==> config.mk <==
export PLATFORM = sky130hd
export DESIGN_NAME = pwm_bank
export DESIGN_NICKNAME = d
export VERILOG_FILES = /design/src/rtl/pwm_pkg.sv /design/src/rtl/pwm_channel.sv /design/src/rtl/pwm_bank.sv
export SDC_FILE = /design/constraint.sdc
export NUM_CORES = 1
export LEC_CHECK = 0
export ABC_AREA = 1
export BUFFER_PORTS_ARGS = -buffer_cell sky130_fd_sc_hd__buf_2
export CORE_MARGIN = 1.5
export CORE_UTILIZATION = 40
export CTS_CLUSTER_DIAMETER = 60
export DETAILED_ROUTE_END_ITERATION = 6
export HOLD_SLACK_MARGIN = 0.12
export MAX_ROUTING_LAYER = met4
export PLACE_DENSITY = 0.64
export RECOVER_POWER = 50
export SYNTH_ARGS = -nofsm -noshare
export SYNTH_HDL_FRONTEND = slang
export SYNTH_SLANG_ARGS = --single-unit
==> constraint.sdc <==
create_clock -name Clk -period 2.8 [get_ports Clk]
set_input_delay 0.14 -clock Clk [delete_from_list [all_inputs] [get_ports Clk]]
set_output_delay 0.14 -clock Clk [all_outputs]
set_load 0.005 [all_outputs]
==> src/rtl/pwm_pkg.sv <==
// ---------------------------------------------------------------------------
// pwm_pkg
// Shared constants for the PWM bank: register byte addresses of the
// I2C-facing map, the global-enable bit position in CTRL and the largest
// supported channel count.
// ---------------------------------------------------------------------------
package pwm_pkg;

   localparam int MAX_CH = 32;

   // duty[n] low byte lives at DUTY_BASE + 2n, high byte at DUTY_BASE + 2n + 1
   localparam logic [7:0] DUTY_BASE = 8'h00;
   localparam logic [7:0] PERIOD_LO = 8'h40;
   localparam logic [7:0] PERIOD_HI = 8'h41;
   localparam logic [7:0] CTRL      = 8'h42;
   // four mask bytes each, channel 8k+j is bit j of byte BASE + k
   localparam logic [7:0] EN_BASE   = 8'h44;
   localparam logic [7:0] POL_BASE  = 8'h48;

   localparam int CTRL_GEN = 0;

endpackage

==> src/rtl/pwm_channel.sv <==
// ---------------------------------------------------------------------------
// pwm_channel
// One PWM channel: double-buffered duty register (shadow written over the
// register port, active used by the comparator), the pending flag that
// blocks a half-written duty from being transferred, and the output flop.
//
// Ports
//   Clk, Rst_n    clock, asynchronous active-low reset
//   WrData        register write byte
//   wr_lo, wr_hi  write strobes for the duty low / high byte
//   xfer          shadow-to-active transfer request (period wrap or GEN=0)
//   gen           global enable
//   en, pol       this channel's enable and polarity mask bits
//   cnt           shared period counter
//   duty_shadow   shadow duty value, for register read-back
//   pwm           registered PWM output
// ---------------------------------------------------------------------------
module pwm_channel #(
   parameter int CNT_W = 16
) (
   input  logic             Clk,
   input  logic             Rst_n,
   input  logic [7:0]       WrData,
   input  logic             wr_lo,
   input  logic             wr_hi,
   input  logic             xfer,
   input  logic             gen,
   input  logic             en,
   input  logic             pol,
   input  logic [CNT_W-1:0] cnt,
   output logic [CNT_W-1:0] duty_shadow,
   output logic             pwm
);

   logic [CNT_W-1:0] duty_act;
   logic             pending;

   // The transfer samples the shadow and pending flag as they were before
   // this edge, so a write landing on a wrap edge only affects later
   // periods. A low-byte write arms pending; the high-byte write releases it.
   // The output flop compares against the active duty, giving one Clk of
   // lag behind the counter, and reset forces it low whatever the polarity.
   always_ff @(posedge Clk or negedge Rst_n) begin
      if (!Rst_n) begin
         duty_shadow <= '0;
         duty_act    <= '0;
         pending     <= 1'b0;
         pwm         <= 1'b0;
      end else begin
         if (xfer && !pending)
            duty_act <= duty_shadow;
         if (wr_lo) begin
            duty_shadow <= {duty_shadow[CNT_W-1:8], WrData};
            pending     <= 1'b1;
         end else if (wr_hi) begin
            duty_shadow <= CNT_W'({WrData, duty_shadow[7:0]});
            pending     <= 1'b0;
         end
         pwm <= (gen & en & (cnt < duty_act)) ^ pol;
      end
   end

endmodule

==> src/rtl/pwm_bank.sv <==
// ---------------------------------------------------------------------------
// pwm_bank
// NUM_CH edge-aligned PWM outputs sharing one period counter that advances
// on a prescaler clock-enable. Duty and period are double-buffered and only
// move to the active set at period boundaries (or continuously while GEN=0).
//
// Ports
//   Clk          sole clock, rising edge
//   Rst_n        asynchronous active-low reset
//   Addr         register byte address (i2cSlave Addr)
//   WrData       write byte (i2cSlave Out)
//   WEn          write strobe, one Clk per byte
//   RdData       combinational read-back of the addressed shadow byte
//   PwmOut       registered PWM outputs
//   PeriodStart  one-Clk pulse while the counter sits at 0 after a wrap
// ---------------------------------------------------------------------------
module pwm_bank
   import pwm_pkg::*;
#(
   parameter int NUM_CH     = 8,
   parameter int CNT_W      = 16,
   parameter int PRESCALE   = 50,
   parameter int PERIOD_RST = 20000
) (
   input  logic              Clk,
   input  logic              Rst_n,
   input  logic [7:0]        Addr,
   input  logic [7:0]        WrData,
   input  logic              WEn,
   output logic [7:0]        RdData,
   output logic [NUM_CH-1:0] PwmOut,
   output logic              PeriodStart
);

   localparam int PRESC_W = $clog2(PRESCALE);

   logic [PRESC_W-1:0] presc;
   logic [CNT_W-1:0]   cnt;
   logic [CNT_W-1:0]   period_sh;
   logic [CNT_W-1:0]   period_act;
   logic               period_pend;
   logic               gen;
   logic               tick;
   logic               wrap;
   logic               xfer;
   logic [NUM_CH-1:0]  en;
   logic [NUM_CH-1:0]  pol;
   logic [MAX_CH-1:0]  en_wide;
   logic [MAX_CH-1:0]  pol_wide;
   logic [CNT_W-1:0]   duty_sh [NUM_CH];
   logic [NUM_CH:0][7:0] duty_rd;

   // A zero period would never wrap, so it is stored as one tick.
   function automatic logic [CNT_W-1:0] no_zero(input logic [CNT_W-1:0] v);
      return (v == '0) ? CNT_W'(1) : v;
   endfunction

   assign tick = gen && (presc == PRESC_W'(PRESCALE - 1));
   assign wrap = tick && (cnt == period_act - 1'b1);
   assign xfer = !gen || wrap;

   // Prescaler and period counter. With GEN low both are parked at zero, so
   // enabling starts a full first period and PeriodStart stays quiet until
   // the first real wrap.
   always_ff @(posedge Clk or negedge Rst_n) begin
      if (!Rst_n) begin
         presc       <= '0;
         cnt         <= '0;
         PeriodStart <= 1'b0;
      end else if (!gen) begin
         presc       <= '0;
         cnt         <= '0;
         PeriodStart <= 1'b0;
      end else begin
         PeriodStart <= wrap;
         presc       <= tick ? '0 : presc + 1'b1;
         if (tick)
            cnt <= wrap ? '0 : cnt + 1'b1;
      end
   end

   // Period shadow/active pair with the same pending handshake as the duty
   // registers, plus the global enable bit.
   always_ff @(posedge Clk or negedge Rst_n) begin
      if (!Rst_n) begin
         period_sh   <= CNT_W'(PERIOD_RST);
         period_act  <= CNT_W'(PERIOD_RST);
         period_pend <= 1'b0;
         gen         <= 1'b0;
      end else begin
         if (xfer && !period_pend)
            period_act <= period_sh;
         if (WEn && Addr == PERIOD_LO) begin
            period_sh   <= no_zero({period_sh[CNT_W-1:8], WrData});
            period_pend <= 1'b1;
         end else if (WEn && Addr == PERIOD_HI) begin
            period_sh   <= no_zero(CNT_W'({WrData, period_sh[7:0]}));
            period_pend <= 1'b0;
         end
         if (WEn && Addr == CTRL)
            gen <= WrData[CTRL_GEN];
      end
   end

   // Per-channel address decode, mask bits and channel instance. Each
   // channel also drives its slice of the duty read-back OR chain.
   for (genvar i = 0; i < NUM_CH; i++) begin : g_ch
      localparam logic [7:0] LO_ADDR  = DUTY_BASE + 8'(2 * i);
      localparam logic [7:0] HI_ADDR  = DUTY_BASE + 8'(2 * i + 1);
      localparam logic [7:0] EN_ADDR  = EN_BASE + 8'(i / 8);
      localparam logic [7:0] POL_ADDR = POL_BASE + 8'(i / 8);

      // Masks act immediately; they are not double-buffered.
      always_ff @(posedge Clk or negedge Rst_n) begin
         if (!Rst_n) begin
            en[i]  <= 1'b0;
            pol[i] <= 1'b0;
         end else begin
            if (WEn && Addr == EN_ADDR)
               en[i] <= WrData[i % 8];
            if (WEn && Addr == POL_ADDR)
               pol[i] <= WrData[i % 8];
         end
      end

      pwm_channel #(.CNT_W(CNT_W)) u_ch (
         .Clk         (Clk),
         .Rst_n       (Rst_n),
         .WrData      (WrData),
         .wr_lo       (WEn && Addr == LO_ADDR),
         .wr_hi       (WEn && Addr == HI_ADDR),
         .xfer        (xfer),
         .gen         (gen),
         .en          (en[i]),
         .pol         (pol[i]),
         .cnt         (cnt),
         .duty_shadow (duty_sh[i]),
         .pwm         (PwmOut[i])
      );

      assign duty_rd[i+1] = duty_rd[i] |
                            ((Addr == LO_ADDR) ? duty_sh[i][7:0]      :
                             (Addr == HI_ADDR) ? 8'(duty_sh[i] >> 8)  : 8'h00);
   end

   assign duty_rd[0] = 8'h00;
   assign en_wide    = MAX_CH'(en);
   assign pol_wide   = MAX_CH'(pol);

   // Read-back of shadow values. Mask bytes are zero-extended to 32 bits so
   // channels that do not exist read as 0; any unmapped address reads 0.
   always_comb begin
      RdData = 8'h00;
      if (Addr == PERIOD_LO)
         RdData = period_sh[7:0];
      else if (Addr == PERIOD_HI)
         RdData = 8'(period_sh >> 8);
      else if (Addr == CTRL)
         RdData[CTRL_GEN] = gen;
      else if (Addr[7:2] == EN_BASE[7:2])
         RdData = en_wide[{Addr[1:0], 3'b000} +: 8];
      else if (Addr[7:2] == POL_BASE[7:2])
         RdData = pol_wide[{Addr[1:0], 3'b000} +: 8];
      else
         RdData = duty_rd[NUM_CH];
   end

endmodule

# [After elaboration in Yosys (flattened, before gate mapping)]
# Index checks and enable logic that the tools add are counted.
[totals] regBits=345 input_bits=19 out_inout_bits=17 wordCells=266
[classes] add_sub_neg=3 magnitude_cmp=8 eq_ne=26 shifts=2 mux=58 n_bitwise=39 reduce_logical=66
[op_table] operator="two-way mux 8 bit" count=28
[op_table] operator="less-than comparator 16 bit" count=8
[op_table] operator="two-way mux 16 bit" count=7
[op_table] operator="== test 8 x 4 -> 1 bit, second input constant" count=8
[op_table] operator="indexed part select 32 x 6 -> 8 bit" count=2
[op_table] operator="bitwise OR 8 bit" count=7
[op_table] operator="== test 8 x 7 -> 1 bit, second input constant" count=5
[op_table] operator="== test 8 x 3 -> 1 bit, second input constant" count=4
[op_table] operator="logical AND 1 bit" count=32
[op_table] operator="logical NOT 16 bit" count=2
[op_table] operator="two-way mux 1 bit" count=20
[op_table] operator="AND reduction 2 bit" count=10
[op_table] operator="nonzero test 2 bit" count=10
[op_table] operator="adder 16 x 1 -> 16 bit, second input constant" count=1
[op_table] operator="AND 1 bit" count=16
[op_table] operator="== test 16 bit" count=1
[op_table] operator="== test 8 x 2 -> 1 bit, second input constant" count=2
[op_table] operator="subtractor 16 x 1 -> 16 bit, second input constant" count=1
[op_table] operator="== test 6 x 5 -> 1 bit, second input constant" count=2
[op_table] operator="two-way mux 6 bit" count=2
[op_table] operator="logical NOT 1 bit" count=10
[op_table] operator="== test 8 x 1 -> 1 bit, second input constant" count=1
[op_table] operator="logical NOT 8 bit" count=1
[op_table] operator="NOT 1 bit" count=8
[op_table] operator="other kinds (6)" count=14

# [Logic depth before layout (Yosys ltp)]
# Gate-level depths: netlist of run 1.
[logic_depth] depth_word=15 depth_mapped=18 mapped_depth_nobuf=16

# [Cells and area by module]
# A second synthesis of run 1 with hierarchy kept.
[hier_totals] cells_unflattened=2416 hier_area_um2=19055.8
[by_module_without_submodules] mod="pwm_channel at g_ch[0].u_ch ..." instances=4 cells_each=186 area_per_inst_um2=1675.4 seq_area_each_um2=850.8
[by_module_without_submodules] mod="pwm_channel at g_ch[4].u_ch ..." instances=4 cells_each=184 area_per_inst_um2=1671.6 seq_area_each_um2=850.8
[by_module_without_submodules] mod="pwm_bank" instances=1 cells_each=936 area_per_inst_um2=5667.9 seq_area_each_um2=1839.3

# [Worst setup path before layout of run 1]
# Ideal clock, no wire load.
[synth_path] path_type="reg-to-reg" start="register period_act[0]" end="register g_ch[3].u_ch.duty_act[5]" setup_ns=0.117 arrival_ns=2.102 t_required_ns=2.683 setup_slack_ns=0.581 path_stages_with_launch=18 n_path_buf=2 period_less_slack_ns=2.219 cell_sequence="dfrtp_1 inv_1 ha_1 nand2_1 nor2_4 nand3_1 nand3b_1 nand2_1 nor2_1 nand2_1 nor2_2 nand3_2 nand2_2 buf_8 nand2_2 buf_6 nand2_1 nand2_1"
[synth_between] elab_chain_len=5
[synth_rtl] item="start, declared" line_no="pwm_bank.sv:40" source="logic [CNT_W-1:0] period_act;"
[synth_rtl] item="start signal, assigned" line_no="pwm_bank.sv:87" source="period_act <= CNT_W'(PERIOD_RST);"
[synth_rtl] item="start signal, assigned" line_no="pwm_bank.sv:92" source="period_act <= period_sh;"
[synth_rtl] item="subtractor 16 x 1 -> 16 bit" line_no="pwm_bank.sv:59" source="assign wrap = tick && (cnt == period_act - 1'b1);"
[synth_rtl] item="== test 16 bit" line_no="pwm_bank.sv:59"
[synth_rtl] item="logical AND 1 bit" line_no="pwm_bank.sv:59"
[synth_rtl] item="logical OR 1 bit" line_no="pwm_bank.sv:60" source="assign xfer = !gen || wrap;"
[synth_rtl] item="logical AND 1 bit" line_no="pwm_channel.sv:50" source="if (xfer && !pending)"
[synth_rtl] item="end signal, assigned" line_no="pwm_channel.sv:51" source="duty_act <= duty_shadow;"
[synth_rtl] item="end, declared" line_no="pwm_channel.sv:35" source="logic [CNT_W-1:0] duty_act;"
# No other way between the ends.
# A chain may end at the register's enable or synchronous reset.

# [Worst setup path after layout of run 1]
[layout_path] start="register period_act[0]" end="register g_ch[5].u_ch.duty_act[6]"
[layout_between] elab_chain_len=5
[layout_rtl] item="subtractor 16 x 1 -> 16 bit" line_no="pwm_bank.sv:59"
[layout_rtl] item="== test 16 bit" line_no="pwm_bank.sv:59"
[layout_rtl] item="logical AND 1 bit" line_no="pwm_bank.sv:59"
[layout_rtl] item="logical OR 1 bit" line_no="pwm_bank.sv:60"
[layout_rtl] item="logical AND 1 bit" line_no="pwm_channel.sv:50"
[layout_rtl] item="end signal, assigned" line_no="pwm_channel.sv:51"
[layout_rtl] item="end, declared" line_no="pwm_channel.sv:35"
# No other way between the ends.

==> results of run 1 <==
==> worst min-delay path by stage <==
| stage | from | endpoint | slack (ns) |
|---|---|---|---|
| global route | Addr[7] | gen | 0.33 |
| floorplan | Rst_n | PeriodStart | -0.16 |
| detailed placement | Rst_n | g_ch[3].u_ch.duty_act[6] | 0.20 |
| finish | Addr[7] | gen | 0.29 |
| CTS | Rst_n | g_ch[3].u_ch.duty_act[6] | 0.21 |
| global placement | Rst_n | g_ch[2].u_ch.duty_act[4] | 0.21 |
==> critical path: stages (launching register included) <==
cell      delay (ns)
dfrtp_1         0.41
inv_1           0.09
ha_2            0.21
nand2_1         0.10
nor2_4          0.17
nand3_1         0.11
nand3b_1        0.13
nand2_1         0.06
nor2_1          0.11
nand2_1         0.09
nor2_2          0.14
nand3_4         0.13
nand2_8         0.10
buf_12          0.16
buf_12          0.17
nand2_4         0.14
nand2_1         0.10
nand2_1         0.06
==> area by class of cell <==
class	count	area, um^2
antenna	1	2.502
clock buffer	60	1230
clock inverter	16	175.2
fill	4538	24890
inverter	247	927.1
multi-input combinational	1724	8800
sequential	345	8646
tap	607	759.5
timing repair buffer	116	925.9
==> metrics by stage <==
stage,instances,setup slack [ns],instance area [um^2]
after floorplan,2399,0.5811,18740
after global placement,3020,0.1616,19870
after detailed placement,3020,0.1075,19870
after CTS,3106,0.09006,21380
after global routing,3115,-0.03126,21460
final,3116,0.1602,21470
==> synthesized netlist by cell type (2+ instances only) <==
master / count
nand2_4: 8
nand2_2: 3
nand3b_1: 9
a22oi_1: 3
or2_2: 2
nand4_1: 38
buf_4: 19
nor2_2: 6
o31ai_1: 8
nor4_1: 5
xor2_1: 16
nor3_1: 30
o211ai_1: 8
inv_1: 233
and2_1: 2
nor2_1: 108
xnor2_1: 10
and3_1: 3
dfrtp_1: 335
a21oi_1: 85
buf_2: 15
clkinv_1: 12
inv_2: 2
nand3_1: 241
o21ai_0: 197
clkbuf_1: 46
nand2_1: 804
buf_1: 2
ha_1: 124
dfstp_2: 10
==> metal layers <==
metal  track usage (%)  share of wire [%]
met1             35.20                 42
met2             41.64                 46
met3             4.306                7.4
met4             10.68                4.1
met5                 -                  0
==> flip-flops by register name (all words and copies together) (netlist names), 6 cells and up <==
register and count:
period_sh 16, g_ch.u_ch.pwm 8, en 8, cnt 16
presc 6, g_ch.u_ch.duty_shadow 128, period_act 16, g_ch.u_ch.pending 8
g_ch.u_ch.duty_act 128, pol 8
==> logic make-up after synthesis <==
kind of cell	Yosys count	synth area share, %
AND/OR/NAND/NOR	1263	28.52
flip-flops	345	46.13
adder cells (fa/ha/maj)	124	8.279
XOR/XNOR	26	1.215
AO/OA/AOI/OAI	310	8.646
buffers and inverters	331	7.211
==> power breakdown <==
part           switching [mW]  internal [mW]  total (mW)
logic                    1.27          0.637        1.91
registers               0.241           5.29        5.53
clock network            2.25           3.34        5.59
==> repair_timing <==
action	4_1_cts	5_1_grt
endpoints found under the setup margin	0	120
setup buffers	0	8
endpoints found under the hold margin	127	0
hold buffers	10	0
gates resized for setup	0	7
==> results.cfg, run 1 <==
[grt]
gr-total-overflow = 0
grt_pass1_vias = 15940
antenna_found_initial = 0
grt_pass1_wl_mm = 94.52
grt_util_all_layers_pct = 26.86
grt_max_degree = 82

[floorplanning]
die_y_um = 219.5
die_w_um = 219.5
fp-row-count = 79
initial_core_util_pct = 40.43
ioPinCount = 36
core_area_um2 = 46360
die-area_um2 = 48160

[sta]
tightest_slew_ns = 2.220
drv_slew = 80
slew_headroom_pct = -47.98
finalHoldWorstSlack_ns = 0.2911
setup-tns-final_ns = 0
final_hold_viol_count = 0
period_minus_slack_ns = 2.640
fmax_mhz = 378.8
rsz0062_at_grt = yes
setup_viol = 0
post-route-period-util_pct = 94.28
finClkSkew_ns = 0.03837

[drt]
drt-total-wl_mm = 61.60
drtIter0Drc = 1626
postRouteAntennaNets = 0
avgRoutedWirePerCell_um = 19.77
num_vias = 16760
dr.pass1.iters = 6
drc = 0
viasPerCell = 5.377

[synthesis]
synth_area_leaders = dfrtp_1, nand2_1, ha_1, nand3_1, o21ai_0
synth-seq-cells = 345
ys_seq_area_share_pct = 46.13
synthesis.nets = 2542
yosysTopAreaCell = dfrtp_1
synth_top_area_share_pct = 44.73
syn_area_um2 = 18740
syn_inst = 2399
yosys_warnings = 0
avgSynthCellArea_um2 = 7.812
synth_edf_count = 0
synth_ff_type = dfrtp_1
async_flop_share_pct = 100.0
synth_cell_types = 45

[critical_path]
setup.worst_path.start = period_act[0]
reg2reg_to = g_ch[5].u_ch.duty_act[6]
critPathCaptureType = flop
startpoint_type = flop
rr_worst_depth = 17
critical_path_class = flop to flop
crit_arrival_ns = 3.07
rr_startpoint = period_act[0]
cp_max_fo = 16
r2r_slack_ns = 0.16
endpoint = g_ch[5].u_ch.duty_act[6]
worstPathRequired_ns = 3.23

[finish]
syn_to_final_growth_pct = 14.54
layout_common_cells = nand2_1, dfrtp_1, nand3_1
fin_util_pct = 46.30
nNetsFinal = 2618
drive_gt1_share_pct = 8.533
final_common_cell = nand2_1

[clocking]
clockBufferDepth = 3
clkLatencyLatePin_ns = 0.58
cts_buffers = 41
cts-htree-levels = 2
cts_sinks = 345
clk_pin_slew_worst_paths_ns = 0.06
cts_tree = done
clk_root_buffer_cell = clkbuf_16

[place]
io_buffers = 35
gp_congestion = 0.9933
post-dp-hpwl_mm = 43.12

[min_path]
holdCritPathClass = primary input to flop
holdPathStages = 7

[power]
finalPower_mw = 13.03
total_leakage_power_nw = 10.92
powerDensity_nw_per_um2 = 607.0
worst_ir_drop_vdd_mv = 0.3375

[run_status]
status = complete, but fails checks
violations = max-capacitance violations, max-slew violations

[flow_run]
cap_violations = 1
Note: power is estimated with default switching activity, not from simulation.
==> inputs of run 2 (changes only) <==
--- a/config.mk
+++ b/config.mk
@@ -17,4 +17,5 @@
 export RECOVER_POWER = 50
 export SYNTH_ARGS = -nofsm -noshare
 export SYNTH_HDL_FRONTEND = slang
+export SYNTH_HIERARCHICAL = 1
 export SYNTH_SLANG_ARGS = --single-unit
==> run 2 against run 1 <==
Highest routed layer unchanged. Sequential power increased by 8.3%. First-iteration DRC count decreased by 15%. Total power rose by 7.5%. Setup slack improved by 0.025 ns. The flow still finishes with violations (max-capacitance violations, max-slew violations). Critical endpoint is now RdData[4]. Register-to-register slack improved by 0.12 ns. Final cell count up 1.3%.
==> results.cfg, run 2 <==
[synthesis]
yosysTopAreaCell = dfrtp_1
synth_edf_count = 0
async_flop_share_pct = 100.0
avgSynthCellArea_um2 = 7.887
synth_top_area_share_pct = 43.99
syn_area_um2 = 19060
syn_inst = 2416
synth_most_common_cell = nand2_1
synthesis.nets = 2559
synth_area_leaders = dfrtp_1, nand2_1, ha_1, inv_1, o21ai_0
synth_ff_type = dfrtp_1
synth-seq-cells = 345
ys_seq_area_share_pct = 45.37
synthTopCellsByCount = nand2_1, inv_1, dfrtp_1
synth_cell_types = 39
yosys_warnings = 6

[grt]
grt_pass1_vias = 15790
antenna_found_initial = 1
grt_pass1_wl_mm = 91.61
gr-total-overflow = 0
grt_max_degree = 71
grt_util_all_layers_pct = 25.04

[sta]
rsz0062_at_grt = no
setup-tns-final_ns = 0
period_minus_slack_ns = 2.615
tightest_slew_ns = 1.726
post-route-period-util_pct = 93.40
setup_viol = 0
drv_slew = 62
slew_headroom_pct = -15.06
fmax_mhz = 382.4
finClkSkew_ns = 0.01198
finalHoldWorstSlack_ns = 0.1900
final_hold_viol_count = 0

[finish]
layout_common_cells = nand2_1, inv_1, dfrtp_1
stdcell_count = 3157
syn_to_final_growth_pct = 14.35
top_regs = g_ch.u_ch/duty_act x128, g_ch.u_ch/duty_shadow x128
final_common_cell = nand2_1
drive_gt1_share_pct = 10.79
nFillCells = 4531
nNetsFinal = 2660

[place]
dp_cells = 3064
gp_congestion = 0.9103
io_buffers = 35
post-dp-hpwl_mm = 41.24

[drt]
num_vias = 16240
drc = 0
postRouteAntennaNets = 0
viasPerCell = 5.143
drtIter0Drc = 1378
dr.pass1.iters = 6
drt-total-wl_mm = 59.35
avgRoutedWirePerCell_um = 18.80

[floorplanning]
initial_core_util_pct = 40.76
core_area_um2 = 46750
die_w_um = 221.3
ioPinCount = 36
die-area_um2 = 48960
die_y_um = 221.3
fp-row-count = 79

[run_status]
violations = max-capacitance violations, max-slew violations
status = complete, but fails checks

[critical_path]
critical_path_class = primary input to output pin
rr_worst_depth = 16
critPathCaptureType = output pin
rr_startpoint = period_act[0]
cp_max_fo = 14
startpoint_type = primary input
crit_arrival_ns = 2.48
reg2reg_to = g_ch[4].u_ch/duty_act[10]
r2r_slack_ns = 0.28
slowest_stage = nor2_1
worstPathRequired_ns = 2.66
crit_family = simple AND/OR/NAND/NOR gates
path_buf_inv = 4
path_common_cell = nand2_1
critical_path.cell_chain = buf_2 -> nor2_1 -> nand3_1 -> buf_4 -> buf_4 -> nor2_1 -> nand2_1 -> nand2_1 -> nor2_1 -> nand3_1 -> o21ai_0 -> nand2_1 -> nand2_1 -> nand3_1 -> buf_2
max_stage_delay_ns = 0.54

[power]
worst_ir_drop_vdd_mv = 0.4220
powerDensity_nw_per_um2 = 642.7
total_leakage_power_nw = 11.56
cell_internal_pwr_mw = 9.812
seq_power_share_pct = 42.7
finalPower_mw = 14.01
p_sw_mw = 4.194
comb_power_share_pct = 17.4
swShare_pct = 29.94
p_clk_share_pct = 39.9

[clocking]
cts_buffers = 42
cts-htree-levels = 2
clkLatencyLatePin_ns = 0.57
clk_pin_slew_worst_paths_ns = 0.06
cts_tree = done
clockBufferDepth = 3
clk_root_buffer_cell = clkbuf_16
cts_sinks = 345

[flow_run]
cap_violations = 1

[min_path]
holdCritPathClass = primary input to flop
holdPathStages = 3
worstHoldStart = WrData[2]
worstHoldEndpoint = period_sh[10]
==> run 2: changes by cell type in the layout (fill, tap and decap cells not counted), moves of 29 or more <==
cell / before / now
mux2_4: 0 / 32
a21oi_1: 85 / 114
inv_1: 233 / 348
nand2_1: 803 / 718
nor2_1: 106 / 193
nand3_1: 241 / 105
==> run 2: worst register-to-register path, stage by stage (launching register included) <==
cell     delay (ns)
dfrtp_1        0.39
inv_1          0.14
ha_2           0.23
inv_1          0.06
nor2_1         0.08
nand2_1        0.07
nor2_2         0.14
nand3_2        0.10
o21ai_1        0.17
nand3_1        0.14
nor2_4         0.16
nand2_8        0.12
nand2_8        0.15
nand2_1        0.11
buf_4          0.18
nor2_1         0.11
a21oi_1        0.06
==> run 2: layout make-up <==
class	instances	area, um^2	area share, %
Multi-Input combinational cell	1651	8777	40.28
Sequential cell	345	8646	39.68
Inverter	365	1370	6.287
Clock buffer	60	1250	5.736
Timing Repair Buffer	112	819.5	3.761
Tap cell	607	759.5	3.485
Clock inverter	16	166.4	0.7637
Antenna cell	1	2.502	0.01148
==> run 2: through the flow <==
| step | setup WS (ns) | cell area (um^2) | utilization, % |
|---|---|---|---|
| floorplan | 0.3397 | 19060 | - |
| global placement | 0.1828 | 20220 | 43.24 |
| detailed placement | 0.1414 | 20220 | 43.24 |
| CTS | 0.1291 | 21710 | 46.44 |
| global route | 0.01614 | 21790 | 46.61 |
| finish | 0.1849 | 21790 | 46.61 |
==> run 2: worst max-delay path by stage <==
stage / startpoint / end / depth (start not counted)
floorplan: period_act[0] / g_ch[0].u_ch/duty_act[10] / 19
global placement: period_act[0] / g_ch[5].u_ch/duty_act[12] / 18
detailed placement: period_act[0] / g_ch[2].u_ch/duty_act[12] / 16
CTS: period_act[0] / g_ch[2].u_ch/duty_act[11] / 16
global route: Addr[7] / RdData[7] / 15
finish: Addr[7] / RdData[4] / 15
==> run 2: logic make-up after synthesis <==
family | after synthesis | synth area share, %
and+or+nand+nor | 1113 | 23.99
buffers and inverters | 422 | 8.963
xor gates and xnor gates | 22 | 1.011
AOI/OAI and AO/OA | 350 | 9.534
muxes | 40 | 2.994
DFF | 345 | 45.37
adders and majority gates | 124 | 8.142
==> run 2: repair_timing <==
item	4_1_cts	5_1_grt
endpoints found under the hold margin	358	0
hold buffers	8	0
setup buffers	0	6
setup endpoints to repair	0	131
gates resized for setup	0	16
==> run 2: power by group through the flow <==
stage               clock [mW]  sequential [mW]  combinational (mW)
global placement             0             6.05                2.29
CTS                       5.67             5.98                2.42
floorplan                    0             5.96                1.65
detailed placement           0             6.07                2.40
finish                    5.59             5.99                2.43
global route              5.87             6.06                2.83
==> run 2: routing by layer <==
layer	up-vias	routed length (um)	track usage, %
met5	-	0	-
met4	0	2061	8.120
met3	111	3497	3.837
met2	474	27170	39.06
met1	7790	26620	33.41
li1	7861	-	-
